File: config.mk
export PLATFORM = sky130hd
export DESIGN_NAME = pc_seq_ctrl
export DESIGN_NICKNAME = d
export VERILOG_FILES = /design/src/rtl/pc_seq_pkg.sv /design/src/rtl/pc_seq_perf.sv /design/src/rtl/pc_seq_ctrl.sv
export SDC_FILE = /design/constraint.sdc
export NUM_CORES = 1
export LEC_CHECK = 0
export BUFFER_PORTS_ARGS = -buffer_cell sky130_fd_sc_hd__clkbuf_2
export CAP_MARGIN = 20
export CORE_MARGIN = 4
export CORE_UTILIZATION = 25
export DETAILED_ROUTE_END_ITERATION = 12
export GPL_TIMING_DRIVEN = 0
export SLEW_MARGIN = 10
export SYNTH_ARGS = -nofsm -noshare
export SYNTH_HDL_FRONTEND = slang
export SYNTH_SLANG_ARGS = --single-unit
File: constraint.sdc
create_clock -name clk -period 1.9 [get_ports clk]
set_clock_uncertainty 0.1 [all_clocks]
set_input_delay 0.095 -clock clk [delete_from_list [all_inputs] [get_ports clk]]
set_output_delay 0.095 -clock clk [all_outputs]
set_load 0.02 [all_outputs]
File: src/rtl/pc_seq_pkg.sv
// pc_seq_pkg: shared state/source enums and XLEN default for the PC sequencing controller
package pc_seq_pkg;
  localparam int XLEN_DEF = 32;
  typedef enum logic [1:0] {BOOT, RUN, WAIT_MEM, PEND} state_t;
  typedef enum logic [1:0] {NONE, EX, ID} src_t;
endpackage

File: src/rtl/pc_seq_perf.sv
// pc_seq_perf: redirect and no-progress cycle counters (used under PC_SEQ_PERF_EN)
module pc_seq_perf #(
  parameter int COUNT_W = 32
) (
  input  logic               clk,
  input  logic               rst,
  input  logic               en,
  input  logic               pc_advance,
  input  logic               pc_load,
  output logic [COUNT_W-1:0] redirect_count,
  output logic [COUNT_W-1:0] stall_count
);
  always_ff @(posedge clk) begin
    if (rst) begin
      redirect_count <= '0;
      stall_count    <= '0;
    end else begin
      if (pc_load) redirect_count <= redirect_count + 1'b1;
      if (en && !pc_advance && !pc_load) stall_count <= stall_count + 1'b1;
    end
  end
endmodule

File: src/rtl/pc_seq_ctrl.sv
// pc_seq_ctrl: PC hold/advance/redirect and IF/ID, ID/EX stall-flush control; perf counters under PC_SEQ_PERF_EN
module pc_seq_ctrl
  import pc_seq_pkg::*;
#(
  parameter int XLEN = XLEN_DEF
`ifdef PC_SEQ_PERF_EN
  ,
  parameter int COUNT_W = 32
`endif
) (
  input  logic               clk,
  input  logic               rst,
  input  logic               imem_ready,
  input  logic               hazard_stall,
  input  logic               ex_branch_taken,
  input  logic [XLEN-1:0]    ex_branch_target,
  input  logic               id_jump,
  input  logic [XLEN-1:0]    id_jump_target,
  output logic               imem_req,
  output logic               pc_advance,
  output logic               pc_load,
  output logic [XLEN-1:0]    pc_target,
  output logic               stall_if_id,
  output logic               flush_if_id,
  output logic               flush_id_ex
`ifdef PC_SEQ_PERF_EN
  ,
  output logic [COUNT_W-1:0] redirect_count,
  output logic [COUNT_W-1:0] stall_count
`endif
);
  state_t          state;
  src_t            src;
  logic [XLEN-1:0] pend_q;
  logic [XLEN-1:0] sel;
  logic            act;
  logic            run_like;
  logic            redir;
  always_comb begin
    act         = !rst && state != BOOT;
    run_like    = act && (state == RUN || state == WAIT_MEM);
    src         = !act ? NONE : ex_branch_taken ? EX : (id_jump && state != PEND) ? ID : NONE;
    redir       = src != NONE;
    sel         = src == EX ? ex_branch_target : id_jump_target;
    imem_req    = act;
    pc_load     = imem_ready && (state == PEND ? act : run_like && redir);
    pc_advance  = run_like && !redir && !hazard_stall && imem_ready;
    pc_target   = !pc_load ? '0 : (state == PEND && src != EX) ? pend_q : sel;
    stall_if_id = (act && state == PEND) || (run_like && !redir && (hazard_stall || !imem_ready));
    flush_if_id = redir;
    flush_id_ex = src == EX || (run_like && !redir && hazard_stall);
  end
  always_ff @(posedge clk) begin
    if (rst) begin
      state  <= BOOT;
      pend_q <= '0;
    end else begin
      state <= state == BOOT ? RUN :
               state == PEND ? (imem_ready ? RUN : PEND) :
               imem_ready    ? RUN : (redir ? PEND : WAIT_MEM);
      if ((run_like && redir && !imem_ready) || (state == PEND && src == EX)) pend_q <= sel;
    end
  end
`ifdef PC_SEQ_PERF_EN
  pc_seq_perf #(.COUNT_W(COUNT_W)) u_perf (
    .clk            (clk),
    .rst            (rst),
    .en             (act),
    .pc_advance     (pc_advance),
    .pc_load        (pc_load),
    .redirect_count (redirect_count),
    .stall_count    (stall_count)
  );
`endif
endmodule

==> results of run 1 <==
routing by layer:
metal	vias to the layer above	part of all wire, %	wire, um
met3	7	4.3	402
met4	0	0.82	77
met2	71	50	4710
met5	-	0	0
li1	1310	-	-
met1	1303	45	4180
power breakdown:
part           internal, mW  switching [mW]  leakage [nW]
clock                 0.293           0.279        0.0482
sequential            0.747          0.0231         0.277
combinational         0.313           0.372          1.32
cells by family after synthesis:
logic type / count (synthesis) / share of synthesized area, %
compound gates: 71 / 27.6
fa+ha+maj: 2 / 0.909
buf+inv: 36 / 8.77
flops: 34 / 24.7
mux: 64 / 23.3
simple gates: 79 / 14.7
path summary, 6_finish.rpt:
| check | startpoint | to | slack (ps) | cells past startpoint |
|---|---|---|---|---|
| min reg2reg | pend_q[10] | pend_q[10] | 440 | 2 |
| max reg2reg | state[1] | pend_q[4] | -40 | 9 |
| max | state[1] | pc_target[16] | -160 | 8 |
| min | imem_ready | state[0] | 60 | 3 |
stage by stage:
stage / utilization, % / hold slack [ps] / worst slack [ps] / setup TNS, ps
after floorplan: - / 70.9 / 71.6 / 0
after global placement: 36.1 / 239 / -137 / -4990
after detailed placement: 36.1 / 245 / -151 / -6730
after CTS: 42.6 / 46.1 / -157 / -4270
after global routing: 43.0 / 65.4 / -254 / -10560
final: 43.0 / 55.7 / -163 / -3830
placed cells by master (no fill, tap or decap), types with 5 or more instances in the layout:
cell,Yosys,routed
clkbuf_2,0,74
nor2_1,35,34
a211oi_4,0,31
mux2i_1,64,63
dfxtp_1,34,32
nor3_1,5,5
buf_12,3,7
a221oi_2,30,30
buf_6,1,11
nor2_2,31,30
buf_4,9,18
clkbuf_8,0,38
worst register-to-register path: stages, from the launching register on:
cell      delay, ps
dfxtp_2         340
inv_2            40
ha_4            170
buf_12          130
nor3b_4         190
buf_6           130
buf_12          100
buf_6           180
mux2i_1         290
a221oi_2        100
repair_timing:
| action | 4_1_cts | 5_1_grt |
|---|---|---|
| endpoints found under the hold margin | 1 | 0 |
| gates cloned | 3 | 0 |
| buffers inserted | 14 | 1 |
| endpoints found under the setup margin | 66 | 66 |
| pin swaps | 2 | 2 |
| hold buffers | 2 | 0 |
| gates resized for setup | 104 | 13 |
layout make-up:
type,instances,area share (%)
inverter,4,0.323
multi-input combinational,216,49.0
tap,140,3.77
clock inverter,1,0.108
clock buffer,7,1.86
timing repair buffer,127,22.1
sequential,34,14.7
buffer,31,8.16
Yosys cell counts, types with 2 or more instances:
master and number:
mux2i_1 64, nor2_1 35, dfxtp_1 34, a211oi_1 32, nor2_2 31, a221oi_2 30, buf_2 13, buf_4 9
nor3_1 5, clkbuf_1 4, inv_1 4, buf_12 3, nand2_1 3, a221oi_1 2, a31oi_1 2, buf_1 2
ha_1 2
registers in the layout, indices dropped and copies added (netlist names):
signal,count
pend_q,32
state,2
==> flow_summary.ini, run 1 <==
[run_status]
outcome = finished with violations
violations = negative setup slack

[layout]
nFillCells = 1011
layout-drive-gt1-share_pct = 64.5
seqCellArea_um2 = 683
multiInputGateArea_mm2 = 0.00228
final_nets = 491
syn2layout_area_growth_pct = 68.8
fin_cells = 560
design_area_mm2 = 0.00465
n_antenna_cell = 0

[global_routing]
busiest_layer = met2
overflow = 0
grt_usage_pct = 14.8
grt_max_degree = 11
grt_use_met3_pct = 2.25
use_met2_pct = 26.2
antenna_found_initial = 0
use_met1_pct = 19.0
grt_pass1_wl_mm = 15.3
grt_pass1_vias = 2963

[die]
rows = 38
core-area_mm2 = 0.0108
start_util_pct = 25.5
die-area_mm2 = 0.0128
fp.dieH_um = 113
chipWidth_um = 113
top_level_ports = 108

[timing]
worst_pin_slew_ps = 793
fmax_mhz = 485
finalSetupViolCount = 39
period_needed_ps = 2060
finalMaxSlewViolations = 0
fin_ws_ps = -163
max_slew_margin_pct = 47.1
hold_violations = 0
fin_crit_sh_pct = 109
rsz0062_at_grt = true

[drt]
via_count = 2691
drt_iter0_markers = 83
wirelength_mm = 9.38
viasPerCell = 4.81
ant_nets = 0
wl_per_cell_um = 16.7
drcViolationCount = 0
dr.pass1.iters = 4

[clocking]
htreeDepth = 2
clk_latency_ps = 290
path_clk_slew_ps = 80
cts_buffers = 5
cts_sinks = 34
cts_tree = built
clock_path_buffers = 2
cts_root_buffer = clkbuf_8

[logic_synthesis]
async_flop_share_pct = 0
yosysTopAreaCell = dfxtp_1
ys.flop_type = dfxtp_1
yosysWarnings = 0
synth_top_area_share_pct = 24.7
synth_edf_count = 0
synth-seq-cells = 34
yosysUniqueCellTypes = 28
syn_area_mm2 = 0.00275
syn_inst = 286
ys_seq_area_share_pct = 24.7
synthTopCellsByArea = dfxtp_1 (25%), mux2i_1 (23%), a221oi_2 (16%), a211oi_1 (8.7%), nor2_2 (7.0%)
synthesis.nets = 358
avgSynthCellArea_um2 = 9.62

[setup_path]
cp.buffers_inverters = 3
cp.required_ps = 1700
slowest_delay_ps = 340
worstSetupPathType = reg -> out
cp-start-kind = flip-flop
crit_fanout = 6
cp_slowest_cell = dfxtp_2
critical_path.top_delay_family = compound AO/OA/AOI/OAI gates
cp-end-kind = output port
crit_chain = inv_2 > ha_4 > nor2_4 > nand2_2 > a21o_4 > clkbuf_16 > a211oi_4 > clkbuf_8
arrival_ps = 1870

[place]
port_buffers = 107
hpwl_mm = 6.82
place_inst = 533
placed_area_mm2 = 0.00390
gp_congestion = 0.736

[power]
peakVddDrop_uv = 238
fin_total_pwr_mw = 2.03
p_leak_nw = 1.64
powerDensity_mw_per_mm2 = 436

[min_path]
hold_path.class = in -> reg

[run]
cap_viol_max_count = 0
(Power assumes the default switching activity.)
==> inputs of run 2 (changes only) <==
--- a/config.mk
+++ b/config.mk
@@ -7,10 +7,13 @@
 export LEC_CHECK = 0
 export BUFFER_PORTS_ARGS = -buffer_cell sky130_fd_sc_hd__clkbuf_2
 export CAP_MARGIN = 20
+export CELL_PAD_IN_SITES_DETAIL_PLACEMENT = 1
+export CELL_PAD_IN_SITES_GLOBAL_PLACEMENT = 1
 export CORE_MARGIN = 4
-export CORE_UTILIZATION = 25
+export CORE_UTILIZATION = 33
 export DETAILED_ROUTE_END_ITERATION = 12
 export GPL_TIMING_DRIVEN = 0
+export PLACE_DENSITY_LB_ADDON = 0.1
 export SLEW_MARGIN = 10
 export SYNTH_ARGS = -nofsm -noshare
 export SYNTH_HDL_FRONTEND = slang
==> run 2 against run 1 <==
The run still ends with negative setup slack left. Via count rose by 2.3%. Count of clock-buffer cells in the layout fell by 1. Non-clock buffer count rose by 2. First-iteration DRC count fell by 49%. Fmax fell by 1.8%.
==> flow_summary.ini, run 2 (synthesized netlist as in run 1, its figures left out) <==
[run_status]
outcome = finished with violations
violations = negative setup slack

[timing]
fmax_mhz = 476
period_needed_ps = 2100
finalMaxSlewViolations = 0
max_slew_margin_pct = 48.9
finalSetupViolCount = 42
hold_violations = 0
fin_ws_ps = -201
rsz0062_at_grt = true
fin_crit_sh_pct = 111
worst_pin_slew_ps = 767

[place]
port_buffers = 107
placed_area_mm2 = 0.00385
hpwl_mm = 6.77
gp_congestion = 0.775
place_inst = 498

[power]
switching_power_mw = 0.698
netSwitchingFraction_pct = 34.0
power.internal_mw = 1.36
powerDensity_mw_per_mm2 = 439
p_seq_share_pct = 37.5
p_leak_nw = 1.66
combPwrFrac_pct = 34.3
peakVddDrop_uv = 215
power.share.clock_pct = 28.2

[die]
start_util_pct = 33.7
fp.dieH_um = 99.3
top_level_ports = 108
die-area_mm2 = 0.00987
rows = 33
core-area_mm2 = 0.00818
chipWidth_um = 99.3

[clocking]
htreeDepth = 2
clk_latency_ps = 290
cts_root_buffer = clkbuf_8
cts_sinks = 34
clock_path_buffers = 2
cts_buffers = 5
path_clk_slew_ps = 80
cts_tree = built

[setup_path]
r2r_end = pend_q[22]
cp-start-kind = flip-flop
worstSetupPathType = reg -> out
cp.required_ps = 1700
arrival_ps = 1910
slowest_delay_ps = 340
timing.rr.start = state[1]
r2r_slack_ps = -20
crit_chain = inv_2 > ha_4 > nor2_4 > nand2_2 > a21o_4 > clkbuf_16 > a211oi_4 > clkbuf_8
cp_slowest_cell = dfxtp_2
cp-end-kind = output port
reg2reg_depth = 9
crit_fanout = 8

[global_routing]
antenna_found_initial = 0
grt_pass1_vias = 3147
grt_usage_pct = 20.5
grt_pass1_wl_mm = 16.2
grt_max_degree = 12
overflow = 0

[drt]
dr.pass1.iters = 4
drcViolationCount = 0
wirelength_mm = 9.97
via_count = 2753
ant_nets = 0
drt_iter0_markers = 42
wl_per_cell_um = 18.9
viasPerCell = 5.22

[layout]
top_regs = pend_q: 32 flops, state: 2 flops
syn2layout_area_growth_pct = 70.0
layout-drive-gt1-share_pct = 67.8
nFillCells = 887
final_nets = 493
design_area_mm2 = 0.00468
n_antenna_cell = 0
largest_reg_flops = 32
mostFrequentLayoutCells = clkbuf_2 (71), mux2i_1 (63), nor2_2 (42)
fin_cells = 527
final_common_cell = clkbuf_2
top_register = pend_q

[min_path]
whs_endpoint = pend_q[19]
worstHoldPathCells = 3
hold_path.class = in -> reg
hp-start = id_jump_target[19]

[run]
cap_viol_max_count = 0
==> run 2: cell count changes in the layout (fill, tap and decap cells not counted), sizes merged <==
cell,change
buf,+6
clkbuf,-5
clkinvlp,+1
==> run 2: how the worst max path moves through the flow <==
stage | depth (start not counted) | end | from | slack, ps
2_1_floorplan | 7 | pc_target[16] | state[0] | 70
3_3_place_gp | 8 | pc_target[24] | state[0] | -150
3_5_place_dp | 8 | pc_target[24] | state[0] | -190
4_1_cts | 8 | pc_target[24] | state[0] | -190
5_1_grt | 8 | pc_target[24] | state[1] | -290
6_report | 8 | pc_target[20] | state[1] | -200
==> run 2: worst max-delay path: cells and delay by family, from the launching register on <==
family | cells | cell delay, ps
flip-flops | 1 | 340
buffers and inverters | 3 | 440
AO/OA/AOI/OAI | 2 | 450
AND/OR/NAND/NOR | 2 | 220
adder cells (fa/ha/maj) | 1 | 160
==> run 2: stage by stage <==
stage                     TNS, ps  hold slack [ps]  worst slack (ps)  power [mW]  utilization, %
after floorplan                 0             70.9              71.6        1.18               -
after global placement      -4940              237              -149        1.36            47.1
after detailed placement    -6630              247              -188        1.37            47.1
after CTS                   -4530             49.2              -187        2.05            55.5
after global routing       -12410             58.9              -294        2.17            57.2
final                       -5130             63.6              -201        2.05            57.2
==> run 2: per-layer routing <==
metal | track usage (%) | share of wire [%] | vias to the layer above
met1 | 25.2 | 43 | 1366
li1 | - | - | 1313
met2 | 36.6 | 52 | 70
met4 | 5.04 | 0.44 | 0
met3 | 4.07 | 4.4 | 4
met5 | 0 | 0 | -
==> run 2: power by group through the flow <==
stage / Clock (mW) / Sequential (mW) / Combinational, mW
3_5_place_dp: 0 / 0.786 / 0.587
3_3_place_gp: 0 / 0.785 / 0.577
5_1_grt: 0.632 / 0.776 / 0.759
6_report: 0.579 / 0.771 / 0.704
4_1_cts: 0.598 / 0.770 / 0.677
2_1_floorplan: 0 / 0.780 / 0.403
==> run 2: what timing repair did <==
| item | CTS | global route |
|---|---|---|
| pin swaps | 9 | 5 |
| hold buffers | 2 | 0 |
| cloned | 4 | 0 |
| hold endpoints to repair | 1 | 0 |
| resized for setup | 100 | 39 |
| setup endpoints to repair | 66 | 67 |
| buffers inserted | 14 | 3 |
==> run 2: area by class of cell <==
class / instances / area (um2) / area share, %
timing repair buffer: 130 / 1060 / 22.7
buffer: 30 / 365 / 7.81
multi-input combinational: 216 / 2330 / 49.7
clock buffer: 6 / 82.6 / 1.76
inverter: 4 / 15.0 / 0.321
tap: 105 / 131 / 2.81
sequential: 34 / 683 / 14.6
clock inverter: 2 / 12.5 / 0.267
==> inputs of run 3 (changes only) <==
--- a/config.mk
+++ b/config.mk
@@ -13,7 +13,8 @@
 export CORE_UTILIZATION = 33
 export DETAILED_ROUTE_END_ITERATION = 12
 export GPL_TIMING_DRIVEN = 0
-export PLACE_DENSITY_LB_ADDON = 0.1
+export PLACE_DENSITY = 0.84
+export RECOVER_POWER = 50
 export SLEW_MARGIN = 10
 export SYNTH_ARGS = -nofsm -noshare
 export SYNTH_HDL_FRONTEND = slang
==> run 3 against run 2 <==
The run still ends with negative setup slack left. First-iteration DRC count up 71%. Critical endpoint is now pc_target[19]. Register-to-register slack worse by 40 ps. Critical path type unchanged. Via count up 2.0%. Utilization down 0.21 points. Largest power group unchanged.
==> flow_summary.ini, run 3 (synthesized netlist as in run 1, its figures left out) <==
[run_status]
outcome = finished with violations
violations = negative setup slack

[setup_path]
crit_chain = inv_2 > ha_4 > nor2_4 > nand2_2 > a21o_4 > clkbuf_16 > a211oi_4 > clkbuf_8
cp_slowest_cell = dfxtp_2
cp-start-kind = flip-flop
crit_fanout = 7
slowest_delay_ps = 340
cp-end-kind = output port
cp.buffers_inverters = 3
arrival_ps = 1870
cp.required_ps = 1700
critical_path.top_delay_family = compound AO/OA/AOI/OAI gates
worstSetupPathType = reg -> out

[timing]
max_slew_margin_pct = 50.3
finalMaxSlewViolations = 0
hold_violations = 0
fmax_mhz = 484
fin_crit_sh_pct = 109
period_needed_ps = 2060
rsz0062_at_grt = true
finalSetupViolCount = 62
worst_pin_slew_ps = 745
fin_ws_ps = -165

[layout]
largest_reg_flops = 32
finalCoreUtilization_pct = 57.0
final_nets = 496
syn2layout_area_growth_pct = 69.4
top_regs = pend_q: 32 flops, state: 2 flops
top_register = pend_q
layout-drive-gt1-share_pct = 66.7
fin_cells = 529
n_antenna_cell = 0
design_area_mm2 = 0.00466
nFillCells = 891
final_common_cell = clkbuf_2
mostFrequentLayoutCells = clkbuf_2 (74), mux2i_1 (59), nor2_2 (38)

[clocking]
clk_latency_ps = 290
clock_path_buffers = 2
cts_sinks = 34
cts_buffers = 5
cts_tree = built
cts_root_buffer = clkbuf_8
htreeDepth = 2
path_clk_slew_ps = 70

[place]
place_inst = 498
placed_area_mm2 = 0.00385
port_buffers = 107
preCtsSetupSlack_ps = -173
gp_congestion = 0.817
hpwl_mm = 7.02

[global_routing]
grt_usage_pct = 20.8
antenna_found_initial = 0
overflow = 0
grt_pass1_wl_mm = 16.5
grt_pass1_vias = 3186
grt_max_degree = 11

[run]
cap_viol_max_count = 0

[drt]
via_count = 2809
wirelength_mm = 10.4
drt_iter0_markers = 72
viasPerCell = 5.31
dr.pass1.iters = 4
ant_nets = 0
drcViolationCount = 0
wl_per_cell_um = 19.6

[power]
peakVddDrop_uv = 196
powerDensity_mw_per_mm2 = 428
p_leak_nw = 1.67

[die]
core-area_mm2 = 0.00818
die-area_mm2 = 0.00987
top_level_ports = 108
fp.dieH_um = 99.3
rows = 33
start_util_pct = 33.7
chipWidth_um = 99.3

[min_path]
hold_path.class = in -> reg
run 3: worst paths after layout:
path,end,depth (start not counted),slack [ps],from
worst max-delay path,pc_target[19],8,-160,state[1]
worst min-delay path,pend_q[31],3,70,id_jump_target[31]
worst max register to register,pend_q[4],8,-60,state[1]
worst min register to register,pend_q[3],2,430,pend_q[3]
run 3: cell type report:
| type | count | area, um2 | share of cell area (%) |
|---|---|---|---|
| multi-input cells | 216 | 2300 | 49.4 |
| repair buffers | 133 | 1070 | 22.9 |
| flip-flops and latches | 34 | 683 | 14.7 |
| plain buffers | 30 | 385 | 8.27 |
| well taps | 105 | 131 | 2.82 |
| clock buffers | 7 | 76.3 | 1.64 |
| inverters | 4 | 15.0 | 0.322 |
run 3: report_power, final:
part           internal, mW  switching (mW)  leakage, nW
Combinational         0.322           0.389         1.36
Clock                 0.253           0.261       0.0383
Sequential            0.747          0.0251        0.277
run 3: layer usage:
layer,up-vias,part of all wire [%],global-route usage (%)
met5,-,0,0
met4,0,1.7,4.52
met3,16,4.2,3.44
met2,93,53,38.3
met1,1378,41,25.2
li1,1322,-,-
run 3: metrics by stage:
| step | hold WS [ps] | power [mW] | setup TNS (ps) |
|---|---|---|---|
| after CTS | 66.0 | 1.97 | -3930 |
| after floorplan | 70.9 | 1.18 | 0 |
| after global placement | 240 | 1.35 | -3200 |
| after detailed placement | 247 | 1.37 | -4930 |
| after global routing | 96.3 | 2.10 | -10130 |
| final | 67.7 | 2.00 | -4270 |
run 3: repair_timing:
| item | in CTS | in global routing |
|---|---|---|
| hold buffers | 2 | 0 |
| cloned | 4 | 1 |
| buffers inserted | 14 | 5 |
| setup endpoints to repair | 64 | 68 |
| endpoints found under the hold margin | 1 | 0 |
| resized for setup | 100 | 38 |
| pin swaps | 7 | 5 |
run 3: worst register-to-register path, stage by stage, from the launching register on:
cell and delay [ps]:
dfxtp_2 340, inv_2 40, ha_4 160, buf_4 160
nor3_2 230, o211ai_2 220, o21ai_2 220, buf_6 240
a221oi_2 90
